$ cat config.mk
export PLATFORM = sky130hd
export DESIGN_NAME = mcdf_arbiter_n_flat
export DESIGN_NICKNAME = d
export VERILOG_FILES = /design/src/rtl/mcdf_arbiter_n_if.sv /design/src/rtl/mcdf_arbiter_n.sv /design/src/flat_wrapper.sv
export SDC_FILE = /design/constraint.sdc
export NUM_CORES = 1
export LEC_CHECK = 0
export CORE_MARGIN = 2
export CORE_UTILIZATION = 38
export CTS_CLUSTER_DIAMETER = 30
export DETAILED_ROUTE_END_ITERATION = 16
export GPL_TIMING_DRIVEN = 0
export PLACE_DENSITY = 0.89
export SETUP_SLACK_MARGIN = 0.3
export SLEW_MARGIN = 10
export SYNTH_ARGS = -nofsm -noshare
export SYNTH_HDL_FRONTEND = slang
export SYNTH_SLANG_ARGS = --single-unit
export TNS_END_PERCENT = 50
$ cat constraint.sdc
create_clock -name clk_i -period 7.45 [get_ports clk_i]
set_input_delay 0.745 -clock clk_i [delete_from_list [all_inputs] [get_ports clk_i]]
set_output_delay 0.745 -clock clk_i [all_outputs]
set_load 0.01 [all_outputs]
$ cat src/rtl/mcdf_arbiter_n_if.sv
// Arbiter-side bundle for mcdf_arbiter_n: slave FIFO request/data lanes plus formatter handshake.
// master = arbiter, slave = FIFOs/formatter side.
interface mcdf_arbiter_n_if #(
    parameter int unsigned NCH    = 4,
    parameter int unsigned DW     = 32,
    parameter int unsigned PRIO_W = 2,
    parameter int unsigned LEN_W  = 3,
    parameter int unsigned IDW    = $clog2(NCH)
);
    logic [NCH*PRIO_W-1:0] slv_prio_i;
    logic [NCH*LEN_W-1:0]  slv_pkglen_i;
    logic [NCH-1:0]        slv_en_i;
    logic [NCH-1:0]        slv_req_i;
    logic [NCH-1:0]        slv_valid_i;
    logic [NCH*DW-1:0]     slv_data_i;
    logic                  f2a_id_req_i;
    logic                  f2a_ack_i;
    logic [NCH-1:0]        a2s_ack_o;
    logic                  a2f_valid_o;
    logic [IDW-1:0]        a2f_id_o;
    logic [LEN_W-1:0]      a2f_pkglen_sel_o;
    logic [DW-1:0]         a2f_data_o;
    logic                  a2f_last_o;

    modport master (
        input  slv_prio_i, slv_pkglen_i, slv_en_i, slv_req_i, slv_valid_i, slv_data_i,
        input  f2a_id_req_i, f2a_ack_i,
        output a2s_ack_o, a2f_valid_o, a2f_id_o, a2f_pkglen_sel_o, a2f_data_o, a2f_last_o
    );

    modport slave (
        output slv_prio_i, slv_pkglen_i, slv_en_i, slv_req_i, slv_valid_i, slv_data_i,
        output f2a_id_req_i, f2a_ack_i,
        input  a2s_ack_o, a2f_valid_o, a2f_id_o, a2f_pkglen_sel_o, a2f_data_o, a2f_last_o
    );
endinterface

$ cat src/rtl/mcdf_arbiter_n.sv
// N-channel MCDF arbiter: priority grant with round-robin tie-break, then forwards one packet
// of the latched length from the granted FIFO to the formatter.
module mcdf_arbiter_n #(
    parameter int unsigned NCH    = 4,
    parameter int unsigned DW     = 32,
    parameter int unsigned PRIO_W = 2,
    parameter int unsigned LEN_W  = 3
) (
    input  logic             clk_i,
    input  logic             rst_i,
    mcdf_arbiter_n_if.master bus
);
    localparam int unsigned IDW = $clog2(NCH);

    typedef enum logic {StIdle, StXfer} state_e;

    state_e           state_q, state_d;
    logic [IDW-1:0]   id_q, id_d;
    logic [IDW-1:0]   rr_ptr_q, rr_ptr_d;
    logic [LEN_W-1:0] code_q, code_d;
    logic [6:0]       len_q, len_d;
    logic [6:0]       cnt_q, cnt_d;

    logic [NCH-1:0]    elig;
    logic              found;
    logic [PRIO_W-1:0] best_prio;
    logic [IDW-1:0]    best_id;
    logic [LEN_W-1:0]  win_code;
    logic [6:0]        win_len;
    logic              valid, beat, last;

    assign elig = bus.slv_req_i & bus.slv_en_i;

    // Scan upward from rr_ptr; strict '<' keeps the first tied channel in scan order.
    always_comb begin
        int unsigned j;
        logic [IDW-1:0] cand;
        found     = 1'b0;
        best_prio = '0;
        best_id   = '0;
        j         = 0;
        cand      = '0;
        for (int unsigned i = 0; i < NCH; i++) begin
            j = 32'(rr_ptr_q) + i;
            if (j >= NCH) j = j - NCH;
            cand = j[IDW-1:0];
            if (elig[cand] && (!found || bus.slv_prio_i[j*PRIO_W +: PRIO_W] < best_prio)) begin
                found     = 1'b1;
                best_prio = bus.slv_prio_i[j*PRIO_W +: PRIO_W];
                best_id   = cand;
            end
        end
    end

    // Codes above 4 clamp to the 64-beat maximum.
    always_comb begin
        win_code = bus.slv_pkglen_i[32'(best_id)*LEN_W +: LEN_W];
        if (32'(win_code) >= 4) win_len = 7'd64;
        else                    win_len = 7'd4 << win_code[1:0];
    end

    assign valid = (state_q == StXfer) && bus.slv_valid_i[id_q];
    assign beat  = valid && bus.f2a_ack_i;
    assign last  = valid && (cnt_q == len_q - 7'd1);

    always_comb begin
        bus.a2s_ack_o       = '0;
        bus.a2s_ack_o[id_q] = beat;
    end

    assign bus.a2f_valid_o      = valid;
    assign bus.a2f_last_o       = last;
    assign bus.a2f_id_o         = id_q;
    assign bus.a2f_pkglen_sel_o = code_q;
    assign bus.a2f_data_o       = (state_q == StXfer) ? bus.slv_data_i[32'(id_q)*DW +: DW] : '0;

    always_comb begin
        state_d  = state_q;
        id_d     = id_q;
        rr_ptr_d = rr_ptr_q;
        code_d   = code_q;
        len_d    = len_q;
        cnt_d    = cnt_q;
        case (state_q)
            StIdle: begin
                if (bus.f2a_id_req_i && found) begin
                    state_d  = StXfer;
                    id_d     = best_id;
                    code_d   = win_code;
                    len_d    = win_len;
                    cnt_d    = '0;
                    rr_ptr_d = (32'(best_id) == NCH - 1) ? '0 : best_id + 1'b1;
                end
            end
            StXfer: begin
                if (beat) begin
                    cnt_d = cnt_q + 7'd1;
                    if (last) state_d = StIdle;
                end
            end
            default: state_d = StIdle;
        endcase
    end

    always_ff @(posedge clk_i) begin
        if (rst_i) begin
            state_q  <= StIdle;
            id_q     <= '0;
            rr_ptr_q <= '0;
            code_q   <= '0;
            len_q    <= '0;
            cnt_q    <= '0;
        end else begin
            state_q  <= state_d;
            id_q     <= id_d;
            rr_ptr_q <= rr_ptr_d;
            code_q   <= code_d;
            len_q    <= len_d;
            cnt_q    <= cnt_d;
        end
    end
endmodule

$ cat src/flat_wrapper.sv
// flat-port wrapper written by rule: the top's interface ports become plain ports
module mcdf_arbiter_n_flat 
#(
    parameter int unsigned NCH    = 4,
    parameter int unsigned DW     = 32,
    parameter int unsigned PRIO_W = 2,
    parameter int unsigned LEN_W  = 3
)
  (clk_i, rst_i, bus_slv_prio_i, bus_slv_pkglen_i, bus_slv_en_i, bus_slv_req_i, bus_slv_valid_i, bus_slv_data_i, bus_f2a_id_req_i, bus_f2a_ack_i, bus_a2s_ack_o, bus_a2f_valid_o, bus_a2f_id_o, bus_a2f_pkglen_sel_o, bus_a2f_data_o, bus_a2f_last_o);
  mcdf_arbiter_n_if #(.NCH(NCH), .DW(DW), .PRIO_W(PRIO_W), .LEN_W(LEN_W)) bus_i ();
  input  logic clk_i;
  input  logic rst_i;
  input wire logic [$bits(bus_i.slv_prio_i)-1:0] bus_slv_prio_i;
  input wire logic [$bits(bus_i.slv_pkglen_i)-1:0] bus_slv_pkglen_i;
  input wire logic [$bits(bus_i.slv_en_i)-1:0] bus_slv_en_i;
  input wire logic [$bits(bus_i.slv_req_i)-1:0] bus_slv_req_i;
  input wire logic [$bits(bus_i.slv_valid_i)-1:0] bus_slv_valid_i;
  input wire logic [$bits(bus_i.slv_data_i)-1:0] bus_slv_data_i;
  input wire logic [$bits(bus_i.f2a_id_req_i)-1:0] bus_f2a_id_req_i;
  input wire logic [$bits(bus_i.f2a_ack_i)-1:0] bus_f2a_ack_i;
  output wire logic [$bits(bus_i.a2s_ack_o)-1:0] bus_a2s_ack_o;
  output wire logic [$bits(bus_i.a2f_valid_o)-1:0] bus_a2f_valid_o;
  output wire logic [$bits(bus_i.a2f_id_o)-1:0] bus_a2f_id_o;
  output wire logic [$bits(bus_i.a2f_pkglen_sel_o)-1:0] bus_a2f_pkglen_sel_o;
  output wire logic [$bits(bus_i.a2f_data_o)-1:0] bus_a2f_data_o;
  output wire logic [$bits(bus_i.a2f_last_o)-1:0] bus_a2f_last_o;
  assign bus_i.slv_prio_i = bus_slv_prio_i;
  assign bus_i.slv_pkglen_i = bus_slv_pkglen_i;
  assign bus_i.slv_en_i = bus_slv_en_i;
  assign bus_i.slv_req_i = bus_slv_req_i;
  assign bus_i.slv_valid_i = bus_slv_valid_i;
  assign bus_i.slv_data_i = bus_slv_data_i;
  assign bus_i.f2a_id_req_i = bus_f2a_id_req_i;
  assign bus_i.f2a_ack_i = bus_f2a_ack_i;
  assign bus_a2s_ack_o = bus_i.a2s_ack_o;
  assign bus_a2f_valid_o = bus_i.a2f_valid_o;
  assign bus_a2f_id_o = bus_i.a2f_id_o;
  assign bus_a2f_pkglen_sel_o = bus_i.a2f_pkglen_sel_o;
  assign bus_a2f_data_o = bus_i.a2f_data_o;
  assign bus_a2f_last_o = bus_i.a2f_last_o;
  mcdf_arbiter_n #(.NCH(NCH), .DW(DW), .PRIO_W(PRIO_W), .LEN_W(LEN_W)) u_core (.clk_i(clk_i), .rst_i(rst_i), .bus(bus_i));
endmodule
==> results.py <==
metrics = {
    "status": {
        "outcome": "finished, final reports clean",
    },
    "clock_tree": {
        "worst_setup_hold_path_clk_slew_ps": 70,
        "insertion_delay_ps": 260,
        "postCtsSetupBuffers": 0,
        "cts_hold_buf": 0,
        "cts_tree": "done",
        "clockBufferDepth": 2,
        "htree_levels": 1,
        "root_buffer": "clkbuf_8",
        "numCtsBuffers": 3,
        "clock_sinks": 19,
    },
    "yosys": {
        "netlist_area_mm2": 0.003357,
        "synth_fa_ha_area_frac": 0.04100,
        "syn_inst": 374,
        "synth-main-ff-cell": "dfxtp_1",
        "synth.area.top_cells": "mux4_2, dfxtp_1, and2_1",
        "synth_xor_area_frac": 0.02870,
        "synth.top_cell.area_share": 0.2616,
        "synth_edf_count": 0,
        "synth.avg_cell_area_um2": 8.976,
        "muxShareOfSynthArea": 0.3369,
        "synthDistinctLibCells": 61,
        "ys_seq_area_frac": 0.1133,
        "synth-simple-area-share": 0.2561,
        "synth-compound-area-share": 0.1759,
        "synth_top_cell_by_area": "mux4_2",
        "synth_commonest_cells": "and2_1, mux4_2, nor2_1",
        "async_reset_ff_frac": 0,
        "yosys_warnings": 0,
        "synth_top_family_by_area": "multiplexers",
        "yosys_register_bits": 19,
        "syn_nets": 549,
    },
    "route": {
        "drt-total-wl_um": 14260,
        "vias": 4110,
        "ant_nets": 0,
        "drtIter0Drc": 244,
        "drcViolationCount": 0,
        "via_per_inst": 5.931,
        "wire_per_inst_um": 20.57,
        "drt-pass1-iter-count": 5,
    },
    "placed_design": {
        "place.gp.congestion": 0.9580,
        "hpwlAfterDp_um": 12330,
        "placed_cells_incl_taps": 688,
        "dpl_cell_area_mm2": 0.005554,
        "place_ws_ps": 201.9,
        "io_buffers": 206,
    },
    "global_route": {
        "antenna_found_initial": 1,
        "grt_pass1_wl_um": 22070,
        "grt_pass1_vias": 4114,
        "track_usage": 0.2871,
        "grt_max_degree": 11,
        "grt_overflow": 0,
    },
    "timing": {
        "hold_viol": 0,
        "worst_slew_pin_slew_ps": 937.3,
        "setup_viol": 0,
        "fin_crit_ps": 6581,
        "rsz0062_at_grt": "false",
        "setup_ws_ps": 869.0,
        "finalSetupTns_ps": 0,
        "timing.final.crit_share": 0.8834,
        "fmax_ghz": 0.1520,
        "drv_slew": 0,
        "maxSlewHeadroom": 0.3714,
        "skew_ps": 1.486,
    },
    "floorplan": {
        "dieArea_mm2": 0.009602,
        "die_w_um": 97.99,
        "rows": 34,
        "core_area_mm2": 0.008636,
        "io_pins": 207,
        "initial_utilization": 0.3887,
        "fp.dieH_um": 97.99,
    },
    "power_and_ir_drop": {
        "total_power_mw": 1.711,
        "power.density_mw_per_mm2": 304.6,
        "ir_drop_v": 0.0002212,
        "power_leakage_nw": 1.982,
    },
    "setup_path": {
        "worstReg2RegStart": "u_core.rr_ptr_q[0]",
        "crit_top_cell": "ha_1",
        "critPathLaunch": "u_core.rr_ptr_q[0]",
        "start_kind": "register",
        "crit_type": "register to register",
        "cp.arrival_ps": 6770,
        "cpPeakStageDelay_ps": 450,
        "path_max_fanout": 10,
        "critPathCaptureType": "register",
        "cpMaxStageDelayCell": "or4_1",
        "worstPathRequired_ps": 7640,
    },
    "cells_and_area": {
        "layout.nets": 760,
        "nFillCells": 709,
        "stdcell_area_mm2": 0.005617,
        "drive_gt1_frac": 0.1182,
        "final_cells": 693,
        "syn_to_final_growth_pct": 67.31,
    },
    "worst_hold_path": {
        "min_from": "u_core.len_q[3]",
        "hold_class": "register to register",
    },
    "run": {
        "drv_cap": 0,
    },
}
-- what timing repair did --
action,CTS,global route
gates resized for setup,1,8
cloned,0,0
setup endpoints to repair,1,11
-- critical path: cells and delay by family, from the launching register on --
family,cells,cell delay (ps)
mux,2,780
simple gates,9,1800
buf+inv,4,600
flops,1,430
fa+ha+maj,5,1440
compound gates,7,1450
-- where the power goes --
part           switching (mW)  internal [mW]
registers              0.0247          0.126
logic                   0.770          0.718
clock network          0.0333         0.0381
total                   0.828          0.883
-- metal layers --
metal | vias up | part of all wire | wire (um) | GRT usage
met4 | 0 | 0.041 | 584 | 0.1004
met1 | 1957 | 0.36 | 5081 | 0.3150
met2 | 237 | 0.52 | 7472 | 0.5416
met5 | - | 0 | 0 | 0
li1 | 1880 | - | - | -
met3 | 36 | 0.078 | 1118 | 0.06156
-- cell usage in the layout (no fill, tap or decap), types with 5 or more instances in the layout --
| cell | n |
|---|---|
| xor2_1 | 5 |
| clkbuf_1 | 11 |
| mux2i_1 | 17 |
| nand2b_1 | 7 |
| mux4_2 | 39 |
| and2_1 | 39 |
| o21ai_0 | 6 |
| nor3_1 | 8 |
| or4_1 | 7 |
| ha_1 | 11 |
| nand2_1 | 26 |
| buf_1 | 5 |
| nor2_1 | 35 |
| clkdlybuf4s50_1 | 206 |
| nor3b_1 | 5 |
| a21oi_1 | 12 |
| dfxtp_1 | 19 |
| inv_1 | 8 |
| nand3_1 | 8 |
| mux2_2 | 6 |
| o311ai_0 | 6 |
| xnor2_1 | 6 |
-- sequential cells by signal, summed over array words and instances, names as in the netlist --
name                         cells
u_core.rr_ptr_q                  2
u_core.len_q                     5
u_core.bus.a2f_id_o              2
u_core.bus.a2f_pkglen_sel_o      2
u_core.cnt_q                     7
u_core.state_q                   1
-- per-stage QoR --
stage / hold WS, ps / util
2_1_floorplan: 464.7 / -
4_1_cts: 502.6 / 0.6485
6_report: 505.1 / 0.6504
3_3_place_gp: 467.3 / 0.6431
5_1_grt: 515.3 / 0.6504
3_5_place_dp: 480.1 / 0.6431
-- kinds of logic after synthesis --
| group | count (synthesis) |
|---|---|
| xor gates and xnor gates | 11 |
| buffers and inverters | 34 |
| and+or+nand+nor | 159 |
| adders and majority gates | 11 |
| muxes | 63 |
| AOI/OAI and AO/OA | 77 |
| DFF | 19 |
-- layout make-up --
type / instances / area, um^2 / share of cell area
diodes: 1 / 2.502 / 0.0004455
plain buffers: 25 / 130.1 / 0.02317
clock buffers: 4 / 45.04 / 0.008020
inverters: 9 / 33.78 / 0.006015
multi-input cells: 321 / 2828 / 0.5035
flip-flops and latches: 19 / 380.4 / 0.06772
well taps: 108 / 135.1 / 0.02406
repair buffers: 206 / 2062 / 0.3671
-- path summary, 6_finish.rpt --
| path | slack [ps] | cells past startpoint | endpoint |
|---|---|---|---|
| min reg2reg | 510 | 1 | u_core.len_q[3] |
| max | 870 | 27 | u_core.rr_ptr_q[0] |
| min | 510 | 1 | u_core.len_q[3] |
| max reg2reg | 870 | 27 | u_core.rr_ptr_q[0] |
Power figures use the tool's default switching activity.
